File: config.mk
export PLATFORM = sky130hd
export DESIGN_NAME = fetch_unit_flat
export DESIGN_NICKNAME = d
export VERILOG_FILES = /design/src/rtl/rv32i_pkg.sv /design/src/rtl/fetch_unit_if.sv /design/src/rtl/fetch_fifo.sv /design/src/rtl/fetch_unit.sv /design/src/flat_wrapper.sv
export SDC_FILE = /design/constraint.sdc
export NUM_CORES = 1
export LEC_CHECK = 0
export BUFFER_PORTS_ARGS = -buffer_cell sky130_fd_sc_hd__buf_2
export CAP_MARGIN = 25
export CORE_MARGIN = 8
export CORE_UTILIZATION = 50
export DETAILED_ROUTE_END_ITERATION = 10
export PLACE_DENSITY = 0.77
export SLEW_MARGIN = 20
export SYNTH_ARGS = -nofsm -noshare
export SYNTH_HDL_FRONTEND = slang
export SYNTH_HIERARCHICAL = 1
export SYNTH_SLANG_ARGS = --single-unit
File: constraint.sdc
create_clock -name clk -period 3.1 [get_ports clk]
set_input_delay 0.31 -clock clk [delete_from_list [all_inputs] [get_ports clk]]
set_output_delay 0.31 -clock clk [all_outputs]
set_load 0.02 [all_outputs]
File: src/rtl/rv32i_pkg.sv
// Shared RV32I types and constants.
// Used by the fetch stage and its fetch buffer.
package rv32i_pkg;

  localparam int XLEN = 32;
  localparam logic [XLEN-1:0] NOP_INSTR = 32'h0000_0013;

  typedef struct packed {
    logic [XLEN-1:0] pc;
    logic [XLEN-1:0] instr;
  } fetch_entry_t;

endpackage

File: src/rtl/fetch_unit_if.sv
// Fetch-stage bus: IMEM address/data, redirect and decode handshake.
// master = fetch unit, slave = IMEM/decode environment.
interface fetch_unit_if;
  import rv32i_pkg::*;

  logic [XLEN-1:0] instr_addr;
  logic [XLEN-1:0] instr_rdata;
  logic            redirect_valid;
  logic [XLEN-1:0] redirect_pc;
  logic            id_ready;
  logic            id_valid;
  logic [XLEN-1:0] id_instr;
  logic [XLEN-1:0] id_pc;
  logic [XLEN-1:0] id_pc_plus4;
  logic            misalign_err;

  modport master (
    output instr_addr, id_valid, id_instr,
    output id_pc, id_pc_plus4, misalign_err,
    input  instr_rdata, redirect_valid,
    input  redirect_pc, id_ready
  );

  modport slave (
    input  instr_addr, id_valid, id_instr,
    input  id_pc, id_pc_plus4, misalign_err,
    output instr_rdata, redirect_valid,
    output redirect_pc, id_ready
  );

endinterface

File: src/rtl/fetch_fifo.sv
// Fetch buffer: DEPTH-entry circular FIFO of {pc, instr}.
// Flush dominates push and pop.
module fetch_fifo
  import rv32i_pkg::*;
#(
  parameter int DEPTH = 2,
  localparam int AW = $clog2(DEPTH),
  localparam int CW = AW + 1
) (
  input  logic         clk,
  input  logic         rst_n,
  input  logic         push,
  input  logic         pop,
  input  logic         flush,
  input  fetch_entry_t din,
  output fetch_entry_t dout,
  output logic [CW-1:0] count,
  output logic         full,
  output logic         empty
);

  fetch_entry_t  mem_q [DEPTH];
  fetch_entry_t  mem_d [DEPTH];
  logic [AW-1:0] wptr_q, wptr_d;
  logic [AW-1:0] rptr_q, rptr_d;
  logic [CW-1:0] count_q, count_d;

  always_comb begin
    mem_d   = mem_q;
    wptr_d  = wptr_q;
    rptr_d  = rptr_q;
    count_d = count_q;
    if (flush) begin
      wptr_d  = '0;
      rptr_d  = '0;
      count_d = '0;
    end else begin
      if (push) begin
        mem_d[wptr_q] = din;
        wptr_d = wptr_q + AW'(1);
      end
      if (pop) rptr_d = rptr_q + AW'(1);
      count_d = count_q + CW'(push) - CW'(pop);
    end
  end

  always_ff @(posedge clk or negedge rst_n) begin
    if (!rst_n) begin
      mem_q   <= '{default: '0};
      wptr_q  <= '0;
      rptr_q  <= '0;
      count_q <= '0;
    end else begin
      mem_q   <= mem_d;
      wptr_q  <= wptr_d;
      rptr_q  <= rptr_d;
      count_q <= count_d;
    end
  end

  assign dout  = mem_q[rptr_q];
  assign count = count_q;
  assign full  = (count_q == CW'(DEPTH));
  assign empty = (count_q == '0);

endmodule

File: src/rtl/fetch_unit.sv
// Instruction fetch stage: owns the PC, fills the fetch buffer
// from IMEM and hands {pc, instr} to decode via valid/ready.
module fetch_unit
  import rv32i_pkg::*;
#(
  parameter logic [31:0] RESET_PC = 32'h0000_0000,
  parameter int          DEPTH    = 2
) (
  input  logic         clk,
  input  logic         rst_n,
  fetch_unit_if.master bus
);

  localparam int CW = $clog2(DEPTH) + 1;

  logic [XLEN-1:0] pc_q, pc_d;
  logic            misalign_q, misalign_d;
  logic            push, pop, full, empty;
  logic            id_valid;
  logic [CW-1:0]   count;
  logic [XLEN-1:0] id_pc;
  fetch_entry_t    din, dout;

  assign id_valid = |count;
  assign pop      = id_valid & bus.id_ready;
  assign push     = !bus.redirect_valid & (!full | pop);

  always_comb begin
    din       = '0;
    din.pc    = pc_q;
    din.instr = bus.instr_rdata;
  end

  always_comb begin
    pc_d       = pc_q;
    misalign_d = misalign_q;
    unique case (1'b1)
      bus.redirect_valid: pc_d = {bus.redirect_pc[XLEN-1:2], 2'b00};
      push:               pc_d = pc_q + 32'd4;
      default:            ;
    endcase
    // Sticky until reset; aligned redirects never clear it.
    if (bus.redirect_valid && (bus.redirect_pc[1:0] != 2'b00))
      misalign_d = 1'b1;
  end

  always_ff @(posedge clk or negedge rst_n) begin
    if (!rst_n) begin
      pc_q       <= RESET_PC;
      misalign_q <= 1'b0;
    end else begin
      pc_q       <= pc_d;
      misalign_q <= misalign_d;
    end
  end

  fetch_fifo #(.DEPTH(DEPTH)) u_fifo (
    .clk   (clk),
    .rst_n (rst_n),
    .push  (push),
    .pop   (pop),
    .flush (bus.redirect_valid),
    .din   (din),
    .dout  (dout),
    .count (count),
    .full  (full),
    .empty (empty)
  );

  // An empty buffer shows the next PC to be fetched with a NOP.
  assign id_pc            = empty ? pc_q : dout.pc;
  assign bus.instr_addr   = pc_q;
  assign bus.id_valid     = id_valid;
  assign bus.id_instr     = empty ? NOP_INSTR : dout.instr;
  assign bus.id_pc        = id_pc;
  assign bus.id_pc_plus4  = id_pc + 32'd4;
  assign bus.misalign_err = misalign_q;

endmodule

File: src/flat_wrapper.sv
// flat-port wrapper written by rule: the top's interface ports become plain ports
module fetch_unit_flat import rv32i_pkg::*;
#(
  parameter logic [31:0] RESET_PC = 32'h0000_0000,
  parameter int          DEPTH    = 2
)
  (clk, rst_n, bus_instr_addr, bus_id_valid, bus_id_instr, bus_id_pc, bus_id_pc_plus4, bus_misalign_err, bus_instr_rdata, bus_redirect_valid, bus_redirect_pc, bus_id_ready);
  fetch_unit_if bus_i ();
  input  logic clk;
  input  logic rst_n;
  output wire logic [$bits(bus_i.instr_addr)-1:0] bus_instr_addr;
  output wire logic [$bits(bus_i.id_valid)-1:0] bus_id_valid;
  output wire logic [$bits(bus_i.id_instr)-1:0] bus_id_instr;
  output wire logic [$bits(bus_i.id_pc)-1:0] bus_id_pc;
  output wire logic [$bits(bus_i.id_pc_plus4)-1:0] bus_id_pc_plus4;
  output wire logic [$bits(bus_i.misalign_err)-1:0] bus_misalign_err;
  input wire logic [$bits(bus_i.instr_rdata)-1:0] bus_instr_rdata;
  input wire logic [$bits(bus_i.redirect_valid)-1:0] bus_redirect_valid;
  input wire logic [$bits(bus_i.redirect_pc)-1:0] bus_redirect_pc;
  input wire logic [$bits(bus_i.id_ready)-1:0] bus_id_ready;
  assign bus_instr_addr = bus_i.instr_addr;
  assign bus_id_valid = bus_i.id_valid;
  assign bus_id_instr = bus_i.id_instr;
  assign bus_id_pc = bus_i.id_pc;
  assign bus_id_pc_plus4 = bus_i.id_pc_plus4;
  assign bus_misalign_err = bus_i.misalign_err;
  assign bus_i.instr_rdata = bus_instr_rdata;
  assign bus_i.redirect_valid = bus_redirect_valid;
  assign bus_i.redirect_pc = bus_redirect_pc;
  assign bus_i.id_ready = bus_id_ready;
  fetch_unit #(.RESET_PC(RESET_PC), .DEPTH(DEPTH)) u_core (.clk(clk), .rst_n(rst_n), .bus(bus_i));
endmodule
==> results of run 1 <==
-- cells in the final DEF, fill, tap and decap left out, types with 3 or more instances in the layout --
cell type,instances
a21oi_1,5
and3_1,6
buf_12,6
buf_2,191
buf_4,34
buf_6,5
bufinv_16,4
clkbuf_16,18
conb_1,6
dfrtp_1,160
dfrtp_2,3
ha_1,3
inv_1,16
inv_6,6
mux2_1,5
mux2_2,143
mux2_4,62
mux2i_1,9
nand2_1,57
nand3_1,27
nand3b_1,5
nand4_1,15
nand4b_1,3
nor2_1,10
nor2b_1,34
nor3_1,3
nor4_1,6
o21ai_0,25
o21ai_1,10
or2_2,4
xnor2_1,33
xor2_1,22
-- worst max-delay path, delay by kind of cell (launching register included) --
| kind | cells | cell delay (ps) |
|---|---|---|
| simple gates | 3 | 560 |
| buf+inv | 4 | 620 |
| compound gates | 1 | 340 |
| mux | 1 | 140 |
| xor+xnor | 1 | 150 |
| flops | 1 | 440 |
-- cells in the mapped netlist, types with 10 or more instances --
cell type  count
nand4_1       15
xnor2_1       34
nand2_1       58
inv_1         17
nor2_1        11
buf_6         12
o21ai_1       10
nand3_1       27
o21ai_0       25
xor2_1        23
mux2i_1       11
clkbuf_1      10
buf_2         15
mux2_4        60
dfrtp_1      163
nor2b_1       34
mux2_2       145
-- sequential cells by signal, indices dropped and copies added (netlist names) --
register	flops
u_core/u_fifo/wptr_q	1
u_core/u_fifo/mem_q	128
u_core/bus.instr_addr	30
u_core/u_fifo/count	2
u_core/u_fifo/rptr_q	1
u_core/bus.misalign_err	1
-- path summary, 6_finish.rpt --
kind	to	startpoint	slack (ps)	cells past startpoint
hold reg to reg	u_core/bus.misalign_err	u_core/bus.misalign_err	470	1
setup / recovery	bus_id_pc_plus4[26]	u_core/u_fifo/count[1]	100	10
min in group asynchronous	u_core/u_fifo/mem_q[25]	rst_n	400	2
hold / removal	u_core/bus.instr_addr[19]	bus_redirect_pc[19]	90	3
setup reg to reg	u_core/u_fifo/mem_q[0]	u_core/u_fifo/count[0]	500	6
max in group asynchronous	u_core/bus.instr_addr[28]	rst_n	1830	3
-- power by group --
group	internal [mW]	total [mW]	switching, mW
clock network	1.38	2.28	0.899
logic	3.22	6.82	3.61
registers	3.03	3.59	0.553
-- cells by family (layout without fill, tap and decap cells) --
family	Yosys count	in the layout	synth area share
AND/OR/NAND/NOR	196	196	0.123
AO/OA/AOI/OAI	54	54	0.0413
adder cells (fa/ha/maj)	4	4	0.00534
other	1	6	0.000400
buffers and inverters	68	288	0.0514
multiplexers	221	221	0.288
flip-flops	163	163	0.435
XOR/XNOR	58	58	0.0557
-- per-layer routing --
metal / GRT usage / part of all wire / vias to the layer above
met5: 0 / 0 / -
met4: 0.0707 / 0.016 / 0
met3: 0.0547 / 0.068 / 32
met2: 0.326 / 0.48 / 258
met1: 0.261 / 0.43 / 3370
li1: - / - / 3110
-- area by class of cell --
| type | instances | area (µm²) |
|---|---|---|
| Sequential cell | 163 | 4080 |
| Tap cell | 234 | 293 |
| Timing Repair Buffer | 239 | 1450 |
| Fill cell | 1439 | 7100 |
| Inverter | 17 | 63.8 |
| Clock buffer | 18 | 439 |
| Multi-Input combinational cell | 539 | 4960 |
| Clock inverter | 14 | 198 |
-- repair_timing --
| action | CTS | global route |
|---|---|---|
| gates resized for setup | 5 | 20 |
| endpoints found under the setup margin | 16 | 16 |
| hold endpoints to repair | 47 | 0 |
| pin swaps | 3 | 11 |
| gates cloned | 0 | 1 |
| buffers inserted | 3 | 13 |
| hold buffers | 1 | 0 |
==> out/results.tsv, run 1 <==
metric	value	unit
DP HPWL	16.9	mm
worst setup margin	104	ps
skew final	13.4	ps
vias in the first global route	7227	
clk_lat worst skew	430	ps
CTS tree	built	
Num CTS Buffers	17	
Post-Route WL	24.3	mm
cell area after synthesis	9370	µm²
Die ar.	23400	µm²
outcome	finished clean	
maximum VDD drop	0.712	mV
Pwr Density	1110	nW/µm²
WHS	85.9	ps
io pins	198	
Rows	50	
largest net degree at the start of global routing	80	
Die Wd	153	µm
initial DRC count	481	
core box area	18600	µm²
clk slew on worst S/H paths	70	ps
CTS HTree Levels	4	
routed via count	6770	
GRT Residual Overflow	0	
Tmin final	3000	ps
initial antenna violation count	0	
nets	1049	
library cells used by synthesis	59	
Min-Delay Path Class	primary input to register	
Synth Register Bits	163	
Slew HR	0.446	
max-slew violation count	0	
Ys Warns	6	
slowest stage delay, CP	440	ps
max cap viols	0	
Total GRT Usage	0.203	
largest cells by area after synthesis	dfrtp_1, mux2_2, mux2_4	
Worst path slowest cell	dfrtp_2	
Post-synth EDFFs	0	
asr flop ratio synth	1.00	
Residual DRC	0	
Pleak	5.46	nW
Post-Syn Area per Cell	12.3	µm²
first-pass GRT wire length	38.7	mm
startpoint types	register	
post-placement cell count	1174	
final setup violation count	0	
DRT antenna net count	0	
Initial Utilization	0.504	
vias per cell	5.53	
CP Capture Type	primary output	
worst-path fanout max	16	
register area share after synthesis	0.435	
Max Clk Rate	0.334	GHz
fin crit share	0.966	
DR pass1 iterations	5	
Final Instance Count excl. Fillers	1224	
antenna diode count	0	
ys flop type	dfrtp_1	
fraction of layout cells with a size suffix above 1	0.521	
Root Buffer	clkbuf_16	
Worst EP arrival	2690	ps
routed len/inst	19.9	µm
chip height	153	µm
Yosys top cell area share	0.435	
setup_tns	0	ps
CP required	2790	ps
utilization after layout	0.618	
overall power	12.7	mW
clk sinks	163	
gpl congestion	0.866	
critical setup path kind	register to primary output	
clock tree buffer depth	2	
post-place setup slack	351	ps
Synth area leader	dfrtp_1	
worst-path cell chain	nor2_4 > buf_12 > buf_16 > mux2i_1 > a211oi_4 > buf_6 > nand3_4 > nor4b_4 > xor2_2 > buf_4	
IO buf count	195	
synth-to-layout area growth	22.5	%
final hold viol count	0	
Mapped Cells	765	
design area	11500	µm²
cell area after placement	10600	µm²
worst slew pin tran	831	ps
Power figures use the tool's default switching activity.
==> run 2: changes to the inputs <==
--- a/config.mk
+++ b/config.mk
@@ -8,9 +8,10 @@
 export BUFFER_PORTS_ARGS = -buffer_cell sky130_fd_sc_hd__buf_2
 export CAP_MARGIN = 25
 export CORE_MARGIN = 8
-export CORE_UTILIZATION = 50
+export CORE_UTILIZATION = 55
 export DETAILED_ROUTE_END_ITERATION = 10
-export PLACE_DENSITY = 0.77
+export GPL_TIMING_DRIVEN = 0
+export PLACE_DENSITY = 0.8
 export SLEW_MARGIN = 20
 export SYNTH_ARGS = -nofsm -noshare
 export SYNTH_HDL_FRONTEND = slang
==> constraint.sdc (replaced) <==
create_clock -name clk -period 3.65 [get_ports clk]
set_input_delay 0.365 -clock clk [delete_from_list [all_inputs] [get_ports clk]]
set_output_delay 0.365 -clock clk [all_outputs]
set_load 0.02 [all_outputs]
==> run 2 against run 1 <==
Effect of this change:
- non-clock buffer count increased by 10
- sequential share of layout area increased by 0.34 points
- largest cell class unchanged
- via count grew 2.5%
- clock skew shrank 2.3 ps
- wire length increased by 5.2%
- core utilization grew 6.5 points
- setup slack better by 66 ps
- highest routed layer unchanged
- first-iteration DRC count increased by 3.1%
- critical path type unchanged
- flip-flop and latch count did not move
==> out/results.tsv, run 2 (synthesis gave the netlist of run 1 again) <==
metric	value	unit
chip height	147	µm
utilization after layout	0.683	
Pwr Density	931	nW/µm²
Max Clk Rate	0.287	GHz
GRT Residual Overflow	0	
vias in the first global route	7183	
io pins	198	
core box area	16600	µm²
CTS tree	built	
nets	1059	
Pleak	5.43	nW
maximum VDD drop	0.560	mV
first-pass GRT wire length	40.2	mm
final setup violation count	0	
critical setup path kind	register to primary output	
Total GRT Usage	0.235	
Min-Delay Path Class	primary input to register	
clk slew on worst S/H paths	70	ps
most common cell after layout, fill and taps aside	buf_2	
clk sinks	163	
initial antenna violation count	0	
post-placement cell count	1186	
clk_lat worst skew	420	ps
cell area after placement	10700	µm²
antenna diode count	0	
DRT antenna net count	0	
Worst EP arrival	3110	ps
Rows	47	
Worst path slowest cell	dfrtp_1	
max cap viols	0	
Die ar.	21500	µm²
startpoint types	register	
worst setup margin	170	ps
CTS HTree Levels	4	
synth-to-layout area growth	21.3	%
initial DRC count	496	
Root Buffer	clkbuf_16	
fin crit share	0.953	
WHS	153	ps
post-place setup slack	-831	ps
commonest non-fill, non-tap cells in the layout	buf_2, dfrtp_1, mux2_2	
overall power	10.6	mW
hold_sp	bus_redirect_pc[16]	
max-slew violation count	0	
largest net degree at the start of global routing	84	
Post-Route WL	25.6	mm
Largest register FFs	128	
CP required	3280	ps
worst slew pin tran	732	ps
slowest stage delay, CP	450	ps
fraction of layout cells with a size suffix above 1	0.502	
Tmin final	3480	ps
DR pass1 iterations	5	
worst-path fanout max	14	
DP HPWL	18.2	mm
Final Instance Count excl. Fillers	1220	
gpl congestion	0.870	
Initial Utilization	0.563	
Die Wd	147	µm
clock tree buffer depth	2	
routed via count	6936	
vias per cell	5.69	
Residual DRC	0	
final hold viol count	0	
CP Capture Type	primary output	
setup_tns	0	ps
Top reg by flops	u_core/u_fifo/mem_q	
Num CTS Buffers	17	
outcome	finished clean	
CP dominant cell by count	inv_1	
worst-path cell chain	nor2_4 > buf_8 > buf_12 > mux2i_2 > inv_1 > ha_2 > inv_1 > a221oi_4 > and2_1 > buf_6 > nor4b_4 > xor2_1 > buf_4	
Slew HR	0.512	
R2R Path Start	u_core/u_fifo/count[1]	
routed len/inst	21.0	µm
IO buf count	195	
design area	11400	µm²
skew final	11.0	ps
launch point of the critical path	u_core/u_fifo/count[0]	
-- run 2: changes by cell type in the layout (fill, tap and decap cells not counted), moves of 3 or more --
| cell | delta |
|---|---|
| clkinvlp_4 | +4 |
| dfrtp_1 | +3 |
| buf_2 | +15 |
| clkbuf_1 | +9 |
| buf_4 | -26 |
| dfrtp_2 | -3 |
| buf_6 | +6 |
-- run 2: where the power goes --
group | leakage [nW] | internal [mW] | switching (mW)
sequential | 1.97 | 2.57 | 0.489
combinational | 3.19 | 2.64 | 3.08
clock | 0.272 | 1.03 | 0.764
total | 5.43 | 6.25 | 4.34
-- run 2: final cells by class --
cell class / count / area, µm²
plain buffers: 48 / 423
clock buffers: 18 / 439
clock inverters: 14 / 154
fillers: 1211 / 5280
inverters: 17 / 63.8
multi-input cells: 539 / 4850
flip-flops and latches: 163 / 4080
well taps: 220 / 275
repair buffers: 201 / 1080
-- run 2: timing repair --
action                                  4_1_cts  5_1_grt
hold endpoints to repair                     80        0
pin swaps                                     0        1
endpoints found under the setup margin       17        5
resized for setup                             6        7
setup buffers                                 1        1
hold buffers                                  1        0
gates cloned                                  1        1
-- run 2: critical path: cells and delay by family (launching register included) --
kind / cells / cell delay [ps]
adders and majority gates: 1 / 220
xor gates and xnor gates: 1 / 160
AOI/OAI and AO/OA: 1 / 260
buffers and inverters: 6 / 870
and+or+nand+nor: 3 / 600
muxes: 1 / 110
DFF: 1 / 450
-- run 2: path summary, 6_finish.rpt --
kind                       slack, ps                        end  cells past startpoint
setup / recovery                 170        bus_id_pc_plus4[26]                     13
hold / removal                   150  u_core/bus.instr_addr[16]                      3
setup reg to reg                1290   u_core/u_fifo/mem_q[103]                      7
hold reg to reg                  470    u_core/bus.misalign_err                      1
max in group asynchronous       2290    u_core/u_fifo/mem_q[53]                      3
min in group asynchronous        530    u_core/u_fifo/mem_q[24]                      2
-- run 2: per-layer routing --
layer  global-route usage  wire length (µm)
met5                    0                 0
met4               0.0582               452
met3               0.0680              2050
met2                0.390             12300
met1                0.297             10800
